### config.mk
export PLATFORM = sky130hd
export DESIGN_NAME = ddr_mrs_sequencer
export DESIGN_NICKNAME = d
export VERILOG_FILES = /design/src/rtl/ddr_mrs_sequencer.sv
export SDC_FILE = /design/constraint.sdc
export NUM_CORES = 1
export LEC_CHECK = 0
export BUFFER_PORTS_ARGS = -buffer_cell sky130_fd_sc_hd__buf_2
export CAP_MARGIN = 10
export CORE_MARGIN = 4
export CORE_UTILIZATION = 54
export CTS_BUF_LIST = sky130_fd_sc_hd__clkbuf_16
export DETAILED_ROUTE_END_ITERATION = 8
export HOLD_SLACK_MARGIN = 0.12
export PLACE_DENSITY = 0.79
export SLEW_MARGIN = 20
export SYNTH_ARGS = -nofsm -noshare
export SYNTH_HDL_FRONTEND = slang
export SYNTH_SLANG_ARGS = --single-unit
### constraint.sdc
create_clock -name clk -period 3.1 [get_ports clk]
set_input_delay 0.31 -clock clk [delete_from_list [all_inputs] [get_ports clk]]
set_output_delay 0.31 -clock clk [all_outputs]
set_load 0.1 [all_outputs]
### src/rtl/ddr_mrs_sequencer.sv
// ---------------------------------------------------------------------------
// ddr_mrs_sequencer
//
// Purpose:
//   Issues the four DDR3 mode-register-set (MRS) commands in JEDEC order
//   (MR2, MR3, MR1, MR0) from the msr0..msr3 config values on a single start
//   pulse. tMRD is enforced between MRS commands, and tMOD is enforced after
//   the last one. A one-cycle done pulse then closes the sequence.
//
// Ports:
//   clk        in   1   sole clock
//   rst_n      in   1   asynchronous active-low reset
//   start      in   1   1-cycle request to run the MRS sequence
//   msr0..3    in   19  config: [18:16]=bank addr BA, [15:0]=row addr A
//   cmd_valid  out  1   MRS command present
//   cmd_ready  in   1   scheduler accepts command (valid&ready = transfer)
//   cmd_ba     out  3   bank address of current MRS (selects MR0..MR3)
//   cmd_addr   out  16  address/opcode of current MRS
//   busy       out  1   sequence in progress (start ignored while high)
//   done       out  1   1-cycle pulse: sequence complete, tMOD satisfied
// ---------------------------------------------------------------------------
module ddr_mrs_sequencer #(
  parameter int T_MRD = 4,   // acceptance -> next cmd_valid, in cycles
  parameter int T_MOD = 12,  // MR0 acceptance -> done, in cycles
  parameter int CNT_W = 5    // wait counter width
) (
  input  logic        clk,
  input  logic        rst_n,
  input  logic        start,
  input  logic [18:0] msr0,
  input  logic [18:0] msr1,
  input  logic [18:0] msr2,
  input  logic [18:0] msr3,
  output logic        cmd_valid,
  input  logic        cmd_ready,
  output logic [2:0]  cmd_ba,
  output logic [15:0] cmd_addr,
  output logic        busy,
  output logic        done
);

  localparam int LP_MAX_T = (T_MRD > T_MOD) ? T_MRD : T_MOD;

  // Refuse to build with timings the counter cannot represent.
  generate
    if ((T_MRD < 1) || (T_MOD < 1) || ((LP_MAX_T - 1) >= (1 << CNT_W))) begin : g_bad_params
      $error("ddr_mrs_sequencer: need T_MRD>=1, T_MOD>=1 and max(T_MRD,T_MOD)-1 < 2**CNT_W");
    end
  endgenerate

  // The counter is loaded with T-1 and the state exits when the decremented
  // value reaches zero. A wait state therefore lasts T-1 cycles, and the
  // event follows exactly T cycles after the acceptance. With T==1 the wait
  // state is skipped entirely.
  localparam logic [CNT_W-1:0] LP_MRD_LOAD = CNT_W'(T_MRD - 1);
  localparam logic [CNT_W-1:0] LP_MOD_LOAD = CNT_W'(T_MOD - 1);
  localparam logic [CNT_W-1:0] LP_ONE      = CNT_W'(1);

  typedef enum logic [2:0] {
    S_IDLE,
    S_ISSUE,
    S_GAP,
    S_MOD,
    S_FIN
  } state_t;

  state_t           r_state;
  state_t           w_state_nxt;
  logic [1:0]       r_idx;
  logic [1:0]       w_idx_nxt;
  logic [CNT_W-1:0] r_cnt;
  logic [CNT_W-1:0] w_cnt_nxt;
  logic             w_load;
  logic             w_xfer;

  // Snapshot held in issue order: [0]=MR2, [1]=MR3, [2]=MR1, [3]=MR0.
  logic [3:0][18:0] r_snap;
  logic [3:0][18:0] w_snap_src;
  logic [18:0]      w_cmd;
  logic [2:0]       r_cmd_ba;
  logic [15:0]      r_cmd_addr;

  // On the start cycle the snapshot is not yet written, so the first command
  // is taken straight from the inputs being captured.
  assign w_snap_src = w_load ? {msr0, msr1, msr3, msr2} : r_snap;
  assign w_cmd      = w_snap_src[w_idx_nxt];

  assign cmd_valid = (r_state == S_ISSUE);
  assign w_xfer    = cmd_valid & cmd_ready;
  assign busy      = (r_state == S_ISSUE) || (r_state == S_GAP) || (r_state == S_MOD);
  assign done      = (r_state == S_FIN);
  assign cmd_ba    = r_cmd_ba;
  assign cmd_addr  = r_cmd_addr;

  // NOTE: every signal assigned here gets a default first so that no path
  // leaves it unassigned, which would otherwise infer a latch.
  always_comb begin
    w_state_nxt = r_state;
    w_idx_nxt   = r_idx;
    w_cnt_nxt   = r_cnt;
    w_load      = 1'b0;

    unique case (r_state)
      S_IDLE: begin
        if (start) begin
          w_load      = 1'b1;
          w_idx_nxt   = 2'd0;
          w_state_nxt = S_ISSUE;
        end
      end

      S_ISSUE: begin
        if (w_xfer) begin
          if (r_idx != 2'd3) begin
            w_idx_nxt = r_idx + 2'd1;
            w_cnt_nxt = LP_MRD_LOAD;
            if (T_MRD > 1) begin
              w_state_nxt = S_GAP;
            end
          end else begin
            w_cnt_nxt   = LP_MOD_LOAD;
            w_state_nxt = (T_MOD > 1) ? S_MOD : S_FIN;
          end
        end
      end

      S_GAP: begin
        w_cnt_nxt = r_cnt - LP_ONE;
        if (r_cnt == LP_ONE) begin
          w_state_nxt = S_ISSUE;
        end
      end

      S_MOD: begin
        w_cnt_nxt = r_cnt - LP_ONE;
        if (r_cnt == LP_ONE) begin
          w_state_nxt = S_FIN;
        end
      end

      S_FIN: begin
        w_state_nxt = S_IDLE;
      end

      default: begin
        w_state_nxt = S_IDLE;
      end
    endcase
  end

  // NOTE: sequential state uses non-blocking assignments only, so every
  // register samples its pre-edge inputs regardless of statement order.
  always_ff @(posedge clk or negedge rst_n) begin
    if (!rst_n) begin
      r_state    <= S_IDLE;
      r_idx      <= 2'd0;
      r_cnt      <= '0;
      // NOTE: the snapshot is cleared on reset as well, so a sequence killed
      // by reset leaves no stale configuration behind.
      r_snap     <= '0;
      r_cmd_ba   <= 3'd0;
      r_cmd_addr <= 16'd0;
    end else begin
      r_state <= w_state_nxt;
      r_idx   <= w_idx_nxt;
      r_cnt   <= w_cnt_nxt;
      if (w_load) begin
        r_snap <= w_snap_src;
      end
      // Command fields only change when a command is about to be presented.
      // They hold through a stall and keep their last value while idle.
      if (w_state_nxt == S_ISSUE) begin
        r_cmd_ba   <= w_cmd[18:16];
        r_cmd_addr <= w_cmd[15:0];
      end
    end
  end

endmodule

==> run summary <==
status = finished clean
CP max FO = 70
min Tclk post-route = 2680 ps
critical path cell sequence = nor4_4 -> buf_12 -> or2_1 -> buf_4 -> mux4_2 -> mux2_4
CTS resizes = 0
Die X-Extent = 101 microns
# DRC = 0
Starting Density = 56.2%
Register Area = 2630 sq um
final antenna-violating net count = 0
WP data required = 3320 ps
unrepaired setup endpoints after global routing = no
Vias = 2,763
Nets = 474
worst vdd ir = 854 uV
commonest non-fill, non-tap cell in the layout = dfrtp_1
Critical R2R Capture = cmd_ba[0]
die area = 10,200 sq um
reg2reg start = r_state[1]
Mapped Nets = 370
Die H = 101 microns
area occupied by multi-input gates = 1910 sq um
total track usage = 18.9%
number of synthesis warnings = 0
Synth cell types = 33
kind of critical path = register to register
total grt overflow = 0
final setup fails = 0
initial antenna violation count = 0
synthesis-stage register bit count = 105
post-DR wirelength/cell = 18.1 microns
Critical Path Sink = cmd_ba[0]
first-pass GRT wire length = 14,700 microns
port buffer count = 101
CTS tree = done
Mean Syn Cell Area = 16.2 sq um
static leakage = 2.56 nW
Worst Reg-to-Reg Cells = 6
Final Hold Viols = 0
Fillers = 609
vias in the first global route = 2,997
clk sinks = 105
Largest stage delay, worst path = 540 ps
period utilization = 86.5%
Routed WL = 9060 microns
Worst Setup End Kind = register
Clock Latency Late Sink = 330 ps
cells after synthesis = 288
CTS max path bufs = 2
# IOs = 102
Syn-to-layout area delta = 20.0%
Hold Path Class = primary input to asynchronous set/reset pin
H-tree level count = 3
number of setup buffers added after CTS = 0
arrival time at the worst endpoint = 2900 ps
layout cell share with drive strength beyond 1 = 55.7%
CTS Buf Count = 9
WHS = 78.0 ps
Slew Limit Fails = 0
setup TNS = 0 ps
Final Non-Filler Cells = 500
drt pass-1 iters = 4
Cell Pwr Density = 1300 nW/um^2
register clock-pin slew on the reported worst setup and hold paths = 70 ps
final core area utilization = 67.5%
Worst Max-Slew Pin Slew = 871 ps
Post-Place Cells = 486
vias per std cell = 5.53
sequential fraction of the synthesis area = 56.3%
Detailed Place HPWL = 6230 microns
Startpoint Class = register
DR iter-0 viols = 87
Reg2Reg Setup Slack = 420 ps
Root Driver = clkbuf_16
# diodes = 0
Max Cap Viol = 0
Hold Buf Count CTS = 0
crit path from = r_state[1]
clk_skew = 9.39 ps
Core Area = 8300 sq um
highest-count cells in the layout ignoring fill and taps = dfrtp_1 (105), buf_2 (100), mux2_2 (53)
Max Freq = 373 MHz
slew margin rel. = 42.0%
Post-Syn Area = 4670 sq um
Max stage delay cell, worst path = mux4_2
row count = 33
gpl congestion = 0.857
largest net degree at the start of global routing = 71
flip-flops by register name, summed over array words and instances (netlist names):
register / cells
r_state: 3
r_cnt: 5
cmd_ba: 3
r_snap: 76
cmd_addr: 16
r_idx: 2
synthesized netlist by cell type:
master    instances  area share [%]
clkbuf_1          1           0.080
xor2_1            1            0.19
nor3_1            2            0.21
nor4b_2           1            0.32
and3_1            1            0.13
ha_1              2            0.54
nand3_1           1            0.11
buf_6             8             1.9
o21ai_0           3            0.32
mux2_2           53              13
and2_1            2            0.27
mux2_4           19             6.1
a211oi_4          1            0.43
buf_4             2            0.32
a21oi_1           4            0.43
nor4_4            1            0.46
clkinv_2          1            0.11
buf_2             5            0.54
nor2b_1           2            0.27
dfrtp_1         105              56
and4bb_1          1            0.27
nand2b_1          4            0.54
a211oi_1          1            0.16
a311oi_1          2            0.38
inv_2             1           0.080
mux2_1           23             5.5
o22ai_1           1            0.13
or2_0             1            0.13
mux4_2           19             9.2
nand2_1           7            0.56
nor2_1            8            0.64
inv_1             2            0.16
a31oi_1           3            0.40
kinds of logic after synthesis:
kind of cell / Yosys count / synth area share [%]
fa+ha+maj: 2 / 0.536
simple gates: 31 / 3.91
xor+xnor: 1 / 0.188
flops: 105 / 56.3
mux: 114 / 33.6
buf+inv: 20 / 3.22
compound gates: 15 / 2.25
worst max-delay path, delay by kind of cell (launching register included):
family        cells  cell delay (ps)
mux               2              810
buf+inv           2              640
simple gates      2              600
flops             1              520
per-layer routing:
metal  vias to the layer above  global-route usage, %  routed length, microns
li1                       1257                      -                       -
met1                      1408                   25.4                    4020
met2                        87                   30.3                    4320
met3                        11                   4.50                     594
met4                         0                   6.54                     127
met5                         -                      0                       0
through the flow:
stage	total power, W	setup WS, ps	area [sq um]
floorplan	0.00539	757	4670
global placement	0.00594	461	5270
detailed placement	0.00606	423	5270
CTS	0.00736	375	5600
global route	0.00768	239	5600
finish	0.00729	418	5600
cell type report:
cell class	count	area share [%]
inverter	4	0.290
sequential	105	46.9
multi-input combinational	163	34.0
tap	105	2.34
clock buffer	9	4.02
clock inverter	5	1.85
timing repair buffer	109	10.6
how the worst min path moves through the flow:
| stage | from | end | slack, ps | cells after the start |
|---|---|---|---|---|
| 3_3_place_gp | r_snap[40] | r_snap[40] | 460 | 1 |
| 4_1_cts | rst_n | r_cnt[4] | 120 | 1 |
| 5_1_grt | rst_n | r_cnt[4] | 170 | 1 |
| 2_1_floorplan | rst_n | cmd_addr[0] | 10 | 0 |
| 6_report | rst_n | r_cnt[4] | 80 | 1 |
| 3_5_place_dp | r_snap[44] | r_snap[44] | 470 | 1 |
where the power goes:
part           switching, W  total, W  internal (W)
clock network      0.000474   0.00126      0.000782
logic               0.00208   0.00365       0.00157
registers          0.000312   0.00239       0.00208
Note: power is estimated with default switching activity, not from simulation.
